<file path="src/rtl/algo_1r1w_req_arb.sv">
// Multi-requester front end for a 1R1W memory: independent round-robin read and
// write arbiters, registered issue to memory, and read-data routing back to the
// requester through a latency-matched tag pipeline.
module algo_1r1w_req_arb #(
  parameter int unsigned WIDTH   = 32,
  parameter int unsigned NUMADDR = 8192,
  parameter int unsigned BITADDR = 13,
  parameter int unsigned NUMREQ  = 4,
  parameter int unsigned BITREQ  = 2,
  parameter int unsigned RD_LAT  = 4
) (
  input  logic                      clk,
  input  logic                      rst,
  // requester side
  input  logic [NUMREQ-1:0]         rq_read_i,
  input  logic [NUMREQ*BITADDR-1:0] rq_rd_adr_i,
  output logic [NUMREQ-1:0]         rq_rd_gnt_o,
  input  logic [NUMREQ-1:0]         rq_write_i,
  input  logic [NUMREQ*BITADDR-1:0] rq_wr_adr_i,
  input  logic [NUMREQ*WIDTH-1:0]   rq_din_i,
  output logic [NUMREQ-1:0]         rq_wr_gnt_o,
  output logic [NUMREQ-1:0]         rq_rd_vld_o,
  output logic [WIDTH-1:0]          rq_rd_dout_o,
  // memory side
  input  logic                      mem_ready_i,
  output logic                      read_o,
  output logic [BITADDR-1:0]        rd_adr_o,
  output logic                      write_o,
  output logic [BITADDR-1:0]        wr_adr_o,
  output logic [WIDTH-1:0]          din_o,
  input  logic                      rd_vld_i,
  input  logic [WIDTH-1:0]          rd_dout_i,
  // status
  output logic                      ready_o,
  output logic                      adr_err_o,
  output logic                      lat_err_o
);

  // Window after reset during which stray returns from pre-reset reads are ignored.
  localparam int unsigned QW = $clog2(RD_LAT + 1);

  typedef enum logic {
    ST_INIT = 1'b0,
    ST_RUN  = 1'b1
  } state_e;

  state_e state_q, state_d;
  logic   run_c;

  logic               rd_hit_c, wr_hit_c;
  logic [BITREQ-1:0]  rd_sel_c, wr_sel_c;
  logic [BITREQ-1:0]  rd_cand_c, wr_cand_c;
  logic               rd_acc_c, wr_acc_c;
  logic               rd_adr_ok_c, wr_adr_ok_c;
  logic [BITADDR-1:0] rd_adr_sel_c, wr_adr_sel_c;
  logic [WIDTH-1:0]   din_sel_c;

  logic [BITREQ-1:0]  rd_ptr_q, rd_ptr_d;
  logic [BITREQ-1:0]  wr_ptr_q, wr_ptr_d;
  logic               read_q, read_d;
  logic [BITADDR-1:0] rd_adr_q, rd_adr_d;
  logic [BITREQ-1:0]  rd_idx_q, rd_idx_d;
  logic               write_q, write_d;
  logic [BITADDR-1:0] wr_adr_q, wr_adr_d;
  logic [WIDTH-1:0]   din_q, din_d;
  logic               adr_err_q, adr_err_d;
  logic               lat_err_q, lat_err_d;
  logic [QW-1:0]      quiet_q, quiet_d;

  logic [RD_LAT-1:0]              tag_vld_q, tag_vld_d;
  logic [RD_LAT-1:0][BITREQ-1:0]  tag_idx_q, tag_idx_d;
  logic                           head_vld_c;
  logic [BITREQ-1:0]              head_idx_c;

  // FSM state register
  always_ff @(posedge clk) begin
    if (rst) begin
      state_q <= ST_INIT;
    end else begin
      state_q <= state_d;
    end
  end

  // FSM next state: wait for the memory once, then run forever
  always_comb begin
    state_d = state_q;
    case (state_q)
      ST_INIT: if (mem_ready_i) state_d = ST_RUN;
      ST_RUN:  state_d = ST_RUN;
      default: state_d = ST_INIT;
    endcase
  end

  assign run_c   = (state_q == ST_RUN) && !rst;
  assign ready_o = (state_q == ST_RUN);

  // Read arbiter: first requester at or after the pointer, wrapping
  always_comb begin
    rd_hit_c  = 1'b0;
    rd_sel_c  = '0;
    rd_cand_c = '0;
    for (int unsigned k = 0; k < NUMREQ; k++) begin
      rd_cand_c = BITREQ'((32'(rd_ptr_q) + k) % NUMREQ);
      if (!rd_hit_c && rq_read_i[rd_cand_c]) begin
        rd_hit_c = 1'b1;
        rd_sel_c = rd_cand_c;
      end
    end
  end

  // Write arbiter: same policy, independent pointer
  always_comb begin
    wr_hit_c  = 1'b0;
    wr_sel_c  = '0;
    wr_cand_c = '0;
    for (int unsigned k = 0; k < NUMREQ; k++) begin
      wr_cand_c = BITREQ'((32'(wr_ptr_q) + k) % NUMREQ);
      if (!wr_hit_c && rq_write_i[wr_cand_c]) begin
        wr_hit_c = 1'b1;
        wr_sel_c = wr_cand_c;
      end
    end
  end

  assign rd_acc_c = run_c && rd_hit_c;
  assign wr_acc_c = run_c && wr_hit_c;

  assign rd_adr_sel_c = rq_rd_adr_i[32'(rd_sel_c)*BITADDR +: BITADDR];
  assign wr_adr_sel_c = rq_wr_adr_i[32'(wr_sel_c)*BITADDR +: BITADDR];
  assign din_sel_c    = rq_din_i[32'(wr_sel_c)*WIDTH +: WIDTH];

  assign rd_adr_ok_c = 32'(rd_adr_sel_c) < NUMADDR;
  assign wr_adr_ok_c = 32'(wr_adr_sel_c) < NUMADDR;

  // One-hot grants, combinational in the request cycle
  always_comb begin
    rq_rd_gnt_o = '0;
    rq_wr_gnt_o = '0;
    if (rd_acc_c) rq_rd_gnt_o[rd_sel_c] = 1'b1;
    if (wr_acc_c) rq_wr_gnt_o[wr_sel_c] = 1'b1;
  end

  // Issue registers, pointers and address error; out-of-range requests are granted but dropped
  always_comb begin
    read_d    = rd_acc_c && rd_adr_ok_c;
    rd_adr_d  = read_d ? rd_adr_sel_c : rd_adr_q;
    rd_idx_d  = read_d ? rd_sel_c : rd_idx_q;
    rd_ptr_d  = rd_acc_c ? BITREQ'((32'(rd_sel_c) + 32'd1) % NUMREQ) : rd_ptr_q;

    write_d   = wr_acc_c && wr_adr_ok_c;
    wr_adr_d  = write_d ? wr_adr_sel_c : wr_adr_q;
    din_d     = write_d ? din_sel_c : din_q;
    wr_ptr_d  = wr_acc_c ? BITREQ'((32'(wr_sel_c) + 32'd1) % NUMREQ) : wr_ptr_q;

    adr_err_d = adr_err_q
              | (rd_acc_c && !rd_adr_ok_c)
              | (wr_acc_c && !wr_adr_ok_c);
  end

  // Tag pipeline: an issued read's requester index arrives at the head with its data
  always_comb begin
    tag_vld_d    = '0;
    tag_idx_d    = '0;
    tag_vld_d[0] = read_q;
    tag_idx_d[0] = rd_idx_q;
    for (int unsigned s = 1; s < RD_LAT; s++) begin
      tag_vld_d[s] = tag_vld_q[s-1];
      tag_idx_d[s] = tag_idx_q[s-1];
    end
  end

  assign head_vld_c = tag_vld_q[RD_LAT-1];
  assign head_idx_c = tag_idx_q[RD_LAT-1];

  // Route returning data to the owning requester
  always_comb begin
    rq_rd_vld_o  = '0;
    rq_rd_dout_o = '0;
    if (!rst && rd_vld_i && head_vld_c) begin
      rq_rd_vld_o[head_idx_c] = 1'b1;
      rq_rd_dout_o            = rd_dout_i;
    end
  end

  // Latency check: memory return and expected tag must coincide
  always_comb begin
    quiet_d   = (quiet_q != '0) ? quiet_q - QW'(1) : '0;
    lat_err_d = lat_err_q
              | (rd_vld_i && !head_vld_c && (quiet_q == '0))
              | (!rd_vld_i && head_vld_c);
  end

  // Datapath registers
  always_ff @(posedge clk) begin
    if (rst) begin
      rd_ptr_q  <= '0;
      wr_ptr_q  <= '0;
      read_q    <= 1'b0;
      rd_adr_q  <= '0;
      rd_idx_q  <= '0;
      write_q   <= 1'b0;
      wr_adr_q  <= '0;
      din_q     <= '0;
      adr_err_q <= 1'b0;
      lat_err_q <= 1'b0;
      quiet_q   <= QW'(RD_LAT);
      tag_vld_q <= '0;
      tag_idx_q <= '0;
    end else begin
      rd_ptr_q  <= rd_ptr_d;
      wr_ptr_q  <= wr_ptr_d;
      read_q    <= read_d;
      rd_adr_q  <= rd_adr_d;
      rd_idx_q  <= rd_idx_d;
      write_q   <= write_d;
      wr_adr_q  <= wr_adr_d;
      din_q     <= din_d;
      adr_err_q <= adr_err_d;
      lat_err_q <= lat_err_d;
      quiet_q   <= quiet_d;
      tag_vld_q <= tag_vld_d;
      tag_idx_q <= tag_idx_d;
    end
  end

  assign read_o    = read_q;
  assign rd_adr_o  = rd_adr_q;
  assign write_o   = write_q;
  assign wr_adr_o  = wr_adr_q;
  assign din_o     = din_q;
  assign adr_err_o = adr_err_q;
  assign lat_err_o = lat_err_q;

endmodule

</file>
<file path="config.mk">
export PLATFORM = sky130hd
export DESIGN_NAME = algo_1r1w_req_arb
export DESIGN_NICKNAME = d
export VERILOG_FILES = /design/src/rtl/algo_1r1w_req_arb.sv
export SDC_FILE = /design/constraint.sdc
export NUM_CORES = 1
export LEC_CHECK = 0
export ABC_AREA = 1
export CAP_MARGIN = 10
export CORE_MARGIN = 2
export CORE_UTILIZATION = 30
export DETAILED_ROUTE_END_ITERATION = 10
export GPL_TIMING_DRIVEN = 0
export PLACE_DENSITY_LB_ADDON = 0.25
export RECOVER_POWER = 25
export SYNTH_ARGS = -nofsm -noshare
export SYNTH_HDL_FRONTEND = slang
export SYNTH_SLANG_ARGS = --single-unit
</file>
<file path="constraint.sdc">
create_clock -name clk -period 2.2 [get_ports clk]
set_input_delay 0.44 -clock clk [delete_from_list [all_inputs] [get_ports clk]]
set_output_delay 0.44 -clock clk [all_outputs]
set_load 0.005 [all_outputs]
</file>
## Word-level counts from Yosys, hierarchy flattened

Index checks and enable logic that the tools add are counted.

| word-level totals | value |
|---|---|
| flip-flop bits (word level) | 83 |
| output and inout port bits | 107 |
| word-level logic and storage cells | 123 |

| operators by class | value |
|---|---|
| add/subtract/negate cells | 9 |
| $mul | 2 |
| magnitude comparators | 14 |
| shift operators | 3 |
| multiplexer cells | 45 |
| bitwise operators | 4 |
| reductions and logical operators | 29 |

Operators with widths:

| kind | number |
|---|---|
| 128-bit by 8-bit variable part select with 32-bit output | 1 |
| 52-bit by 7-bit variable part select with 13-bit output | 2 |
| 2-bit by 3-bit less-than comparator with 1-bit output (second input constant) | 11 |
| 32-bit 2-to-1 mux | 1 |
| 1-bit 2-to-1 mux | 20 |
| 1-bit logical AND | 17 |
| 1-bit binary-select mux with 2-bit select | 8 |
| 2-bit 2-to-1 mux | 8 |
| 2-bit by 4-bit multiplier with 6-bit output (second input constant) | 2 |
| 4-bit 2-to-1 mux | 3 |
| 1-bit logical NOT | 9 |
| 2-bit by 1-bit adder with 2-bit output (second input constant) | 4 |
| 2-bit adder (second input constant) | 4 |
| 1-bit demux with 2-bit select | 3 |
| 2-bit by 1-bit >= comparator with 1-bit output (second input constant) | 3 |
| 3-bit logical NOT | 1 |
| 3-bit 2-to-1 mux | 1 |
| 3-bit nonzero test | 1 |
| 3-bit by 1-bit subtractor with 3-bit output (second input constant) | 1 |
| 1-bit NOT | 2 |
| 1-bit OR | 2 |
| 1-bit one-hot mux with 2 select lines | 1 |
| 2-bit OR reduction | 1 |

## Longest topological paths before layout

Gate-level depths: netlist of the first run.

| depth | value |
|---|---|
| depth after elaboration | 17 |
| mapped depth | 18 |
| gate-level depth less buffers | 15 |

## Worst setup path after synthesis of the first run

No wires, ideal clock.

| timing path | value |
|---|---|
| kind | input to output |
| start point | input rq_write_i[1] |
| end point | output rq_wr_gnt_o[3] |
| data arrival time | 1.567 ns |
| data required time | 1.760 ns |
| slack | 0.193 ns |
| cell stages on the path | 11 |
| buffers on the path | 2 |
| path through | inv_1 -> nand2_1 -> nand3_1 -> nand2_1 -> nor2_2 -> nand3_1 -> nand2_1 -> nor2_4 -> buf_6 -> buf_4 -> nor3_1 |

| on the way | value |
|---|---|
| longest elaborated chain between the ends | 17 |

RTL lines:

| what | line | text |
|---|---|---|
| from (decl) | 18 | `input logic [NUMREQ-1:0] rq_write_i,` |
| 1-bit binary-select mux with 2-bit select | 118 | `if (!wr_hit_c && rq_write_i[wr_cand_c]) begin` |
| 1-bit 2-to-1 mux (not written as such) | 118 |  |
| 1-bit 2-to-1 mux | 118 |  |
| 1-bit logical NOT | 118 |  |
| 1-bit logical AND | 118 |  |
| 1-bit 2-to-1 mux | 118 |  |
| 1-bit logical NOT | 118 |  |
| 1-bit logical AND | 118 |  |
| 1-bit 2-to-1 mux | 118 |  |
| 1-bit logical NOT | 118 |  |
| 1-bit logical AND | 118 |  |
| 2-bit 2-to-1 mux | 118 |  |
| 2-bit by 3-bit less-than comparator with 1-bit output (not written as such) or 2-bit by 1-bit >= comparator with 1-bit output (tied branches) | 140 | `if (wr_acc_c) rq_wr_gnt_o[wr_sel_c] = 1'b1;` |
| 1-bit logical AND (not written as such) | 140 |  |
| 1-bit 2-to-1 mux (not written as such) | 140 |  |
| 1-bit demux with 2-bit select | 140 |  |
| 4-bit 2-to-1 mux * | 140 |  |
| to (decl) | 21 | `output logic [NUMREQ-1:0] rq_wr_gnt_o,` |

Mark *: on every way between the ends. The rest lies on a longest branch, timed or not. The select of a mux whose other input is x is not followed.

## Worst setup path after layout of the first run

| timing path | value |
|---|---|
| start point | register wr_ptr_q[0] |
| end point | output rq_wr_gnt_o[3] |

| on the way | value |
|---|---|
| longest elaborated chain between the ends | 17 |

RTL lines:

| what | line | text |
|---|---|---|
| from (decl) | 59 | `logic [BITREQ-1:0] wr_ptr_q, wr_ptr_d;` |
| from (signal assigned) | 211 | `wr_ptr_q <= wr_ptr_d;` |
| branches (longest 16 deep; another with 2-bit by 3-bit less-than comparator with 1-bit output) | n/a |  |
| 4-bit 2-to-1 mux * | 140 |  |

Mark *: on every way between the ends. The select of a mux whose other input is x is not followed.

==> metrics.md, run 1 <==
| Metric | Value |
|---|---|
| Result of the run | `finished with violations` |
| Violations in the final reports | `negative setup slack` |
| Cts-stage hold buffer count | `0` |
| Mean instance size in the synthesized netlist | `5.58 µm²` |
| Slew at the pin closest to its max-slew limit | `626 ps` |
| Pwr/cell area | `697 mW/mm²` |
| Flops & latches, synth | `83` |
| Clk sinks | `83` |
| Root buffer cell | `clkbuf_16` |
| Start point of the critical path | `wr_ptr_q[0]$_SDFFE_PP0P_` |
| Clock tree from TritonCTS | `done` |
| Leading area contributor after synthesis | `dfxtp_1` |
| Avg WL per Cell | `15.9 µm` |
| First-pass DRT Iterations | `5` |
| Mapped Area | `0.00633 mm²` |
| Antenna violation net count after detailed routing | `0` |
| Final global-route overflow total | `0` |
| Worst IR Drop VDD | `0.547 mV` |
| Drt drc | `0` |
| Starting utilization of the core area | `30.3%` |
| Cell Chain, Critical Path | `buf_6 > inv_8 > nand2_2 > nand2_4 > nand2_2 > nand2_2 > nor2_4 > nand3_2 > nand2_2 > nor2_4 > buf_8 > buf_8 > nor3_2 > buf_2` |
| Highest clock rate | `0.389 GHz` |
| Primary FF master, synth | `dfxtp_1` |
| Max Clock Skew | `11.2 ps` |
| Total detailed-routing wirelength | `29,600 µm` |
| Worst hold-check slack | `403 ps` |
| Number of standard cells after synthesis | `1,134` |
| Final TNS setup | `-1700 ps` |
| FF-to-FF setup slack | `60 ps` |
| Total CTS buffers | `9` |
| First-pass GRT wire length | `43,800 µm` |
| Post-layout worst setup margin | `-373 ps` |
| Kind of cell adding the most delay to the critical path | `simple AND/OR/NAND/NOR gates` |
| Number of buffers and inverters on the critical path | `5` |
| Vias in the first global route | `8,158` |
| Slowest CP cell | `dfxtp_2` |
| Critical Path Sink Type | `output pin` |
| Global routing usage summed across all routing layers | `25.1%` |
| Fraction of post-synthesis cell area in the top cell type by area | `26.3%` |
| Capturing instance or port of the critical path | `rq_wr_gnt_o[3]` |
| Synthesized Nets | `1,413` |
| CP peak stage delay | `350 ps` |
| R2R cell count | `18` |
| Portion of the clock cycle consumed by the worst path in the final layout | `117%` |
| Std cell rows | `53` |
| Height of the die | `149 µm` |
| Std-Cell Core Area | `0.0209 mm²` |
| Final setup fails | `8` |
| Maximum Capacitance Violations | `0` |
| Half-perimeter wire length after placement | `22,200 µm` |
| Clock latency reported for the late side of the worst-skew pair | `360 ps` |
| Maximum number of pins on one net before global-route repair | `19` |
| Number of warnings issued by yosys | `0` |
| Max Buffers Root-to-Sink | `2` |
| Die boundary width | `149 µm` |
| Top area cells in the synthesized netlist | `dfxtp_1, nand2_1, nand3_1` |
| Relative max-transition margin | `58.2%` |
| Number of flops mapped to enable cells by yosys | `0` |
| Number of hold violations in the final report | `0` |
| Number of port buffers | `381` |
| Async set or reset register ratio after synthesis | `0%` |
| CP Depth | `14` |
| Most frequent cell on the critical path | `nand2_2` |
| Worst path arrival time | `2130 ps` |
| Slew Viols, Final | `0` |
| Hold WC Path Type | `flop to flop` |
| Share of synthesized area occupied by flip-flops and latches | `26.3%` |
| CTS H-tree lvls | `3` |
| Average via count per standard cell | `4.74` |
| Launching element type of the critical path | `flop` |
| Area growth from synthesis to layout | `89.0%` |
| Launching point of the worst reg2reg path | `wr_ptr_q[0]$_SDFFE_PP0P_` |
| Boundary pin count | `383` |
| R2R Path End | `wr_adr_o[2]$_SDFFE_PP0P_` |
| Detailed Route Iter0 Violations | `589` |
| Post-route minimum period | `2570 ps` |
| Critical path required time | `1760 ps` |
| Post-CTS clock slew at the launch and capture registers of the worst setup and hold paths | `70 ps` |
| Critical path start-end classification | `flop to output pin` |
| Largest fanout of any net on the critical path | `9` |
| Final weighted congestion of routability-driven global placement | `0.915` |
| Antenna violations before repair | `2` |
| RSZ-0062 raised after global routing | `yes` |
| Unique cell type count in the Yosys netlist | `30` |
| Leakage component of the power | `6.03 nW` |
| Area of the die | `0.0223 mm²` |
| Layout cells sized above 1 | `16.2%` |
| Number of nets in the layout | `1,856` |
| Number of vias in the routed layout | `8,803` |
## where the power goes
part           switching, mW  leakage, nW  internal (mW)  total (mW)
Combinational           2.59         5.20           2.32        4.90
Clock                  0.734        0.148          0.806        1.54
Sequential             0.139        0.686           1.75        1.89
Total                   3.46         6.03           4.88        8.33
## kinds of logic (layout without fill, tap and decap cells)
logic type               after synthesis  count (layout)  share of synthesized area (%)
AO/OA/AOI/OAI                         30              30                           2.55
adder cells (fa/ha/maj)                3               3                          0.593
buffers and inverters                269             716                           18.2
flip-flops                            83              83                           26.3
other                                  1               2                         0.0592
AND/OR/NAND/NOR                      748             749                           52.3
## timing repair
action	4_1_cts	5_1_grt
pin swaps	44	26
endpoints found under the setup margin	70	90
cloned	2	4
buffers inserted	45	4
gates resized for setup	201	121
## state kept, by name, indices dropped and copies added, names as in the netlist, 2 cells and up
signal / flops
head_idx_c: 2
rd_ptr_q: 2
din_o: 32
wr_ptr_q: 2
rd_idx_q: 2
rd_adr_o: 13
tag_idx_d: 6
quiet_q: 3
wr_adr_o: 13
tag_vld_q: 4
## how the worst min path moves through the flow
stage	startpoint	end	slack [ps]	cells after the start
after floorplan	tag_idx_d[6]$_SDFF_PP0_	head_idx_c[0]$_SDFF_PP0_	390	2
after global placement	tag_vld_q[0]$_SDFF_PP0_	tag_vld_q[1]$_SDFF_PP0_	390	2
after detailed placement	tag_idx_d[6]$_SDFF_PP0_	head_idx_c[0]$_SDFF_PP0_	390	2
after CTS	tag_idx_d[6]$_SDFF_PP0_	head_idx_c[0]$_SDFF_PP0_	400	2
after global routing	tag_idx_d[7]$_SDFF_PP0_	head_idx_c[1]$_SDFF_PP0_	420	2
final	tag_idx_d[6]$_SDFF_PP0_	head_idx_c[0]$_SDFF_PP0_	400	2
## layer usage
layer | vias to the layer above | share of wire [%] | GRT usage [%]
met3 | 41 | 6.5 | 4.13
met5 | - | 0.044 | 0
met4 | 2 | 2.3 | 7.52
li1 | 4456 | - | -
met1 | 3991 | 42 | 31.1
met2 | 313 | 49 | 44.7
## layout make-up
type / count / area, µm²
diodes: 1 / 2.50
plain buffers: 79 / 696
clock buffers: 9 / 225
clock inverters: 7 / 73.8
fillers: 2037 / 8930
inverters: 189 / 732
multi-input cells: 783 / 3970
flip-flops and latches: 83 / 1680
well taps: 275 / 344
repair buffers: 432 / 4240
## worst min-delay path, stage by stage, from the launching register on
cell and delay, ps:
dfxtp_1 300, inv_1 40, nor2_1 30
## cell usage after synthesis (2+ instances only)
cell type / instances
o21ai_1: 2
buf_2: 35
nor2_2: 2
nand4_1: 89
ha_1: 3
buf_4: 16
nand3_2: 4
clkbuf_1: 23
nand2_2: 4
o21ai_0: 4
a21oi_1: 19
inv_2: 5
nor3_1: 7
dfxtp_1: 83
inv_1: 183
nand3_1: 165
buf_6: 5
nand2_1: 386
nor2_1: 88
## layout by cell type, fill, tap and decap left out, types with 8 or more instances in the layout
| master | Yosys | routed |
|---|---|---|
| dlygate4sd2_1 | 0 | 12 |
| nand4_1 | 89 | 89 |
| dfxtp_1 | 83 | 78 |
| inv_1 | 183 | 168 |
| buf_6 | 5 | 29 |
| buf_4 | 16 | 56 |
| nand3_4 | 0 | 10 |
| a21oi_1 | 19 | 19 |
| nand3_2 | 4 | 8 |
| clkbuf_1 | 23 | 14 |
| clkdlybuf4s50_1 | 0 | 332 |
| inv_2 | 5 | 15 |
| nor2_1 | 88 | 77 |
| nand2_2 | 4 | 35 |
| dlygate4sd3_1 | 0 | 23 |
| buf_8 | 0 | 13 |
| nand2_1 | 386 | 339 |
| nand2_4 | 0 | 14 |
| nand3_1 | 165 | 152 |
| buf_2 | 35 | 13 |
| clkbuf_16 | 0 | 11 |
## stage by stage
step / instances / worst slack (ps) / utilization [%] / instance area, µm² / power (mW)
2_1_floorplan: 1134 / 193 / - / 6330 / 4.18
3_3_place_gp: 1790 / -1130 / 50.2 / 10500 / 5.82
3_5_place_dp: 1790 / -1160 / 50.2 / 10500 / 5.85
4_1_cts: 1853 / -274 / 55.4 / 11600 / 8.02
5_1_grt: 1858 / -445 / 57.3 / 12000 / 8.89
6_report: 1858 / -373 / 57.3 / 12000 / 8.33
Note: power is estimated with default switching activity, not from simulation.
==> run 2, diff against run 1 <==
--- a/config.mk
+++ b/config.mk
@@ -6,9 +6,11 @@
 export NUM_CORES = 1
 export LEC_CHECK = 0
 export ABC_AREA = 1
+export ABC_CLOCK_PERIOD_IN_PS = 2200
 export CAP_MARGIN = 10
 export CORE_MARGIN = 2
 export CORE_UTILIZATION = 30
+export CTS_CLUSTER_DIAMETER = 80
 export DETAILED_ROUTE_END_ITERATION = 10
 export GPL_TIMING_DRIVEN = 0
 export PLACE_DENSITY_LB_ADDON = 0.25
==> results of run 2 <==
Same layout as run 1: the final DEF is identical, and so are final timing and power.
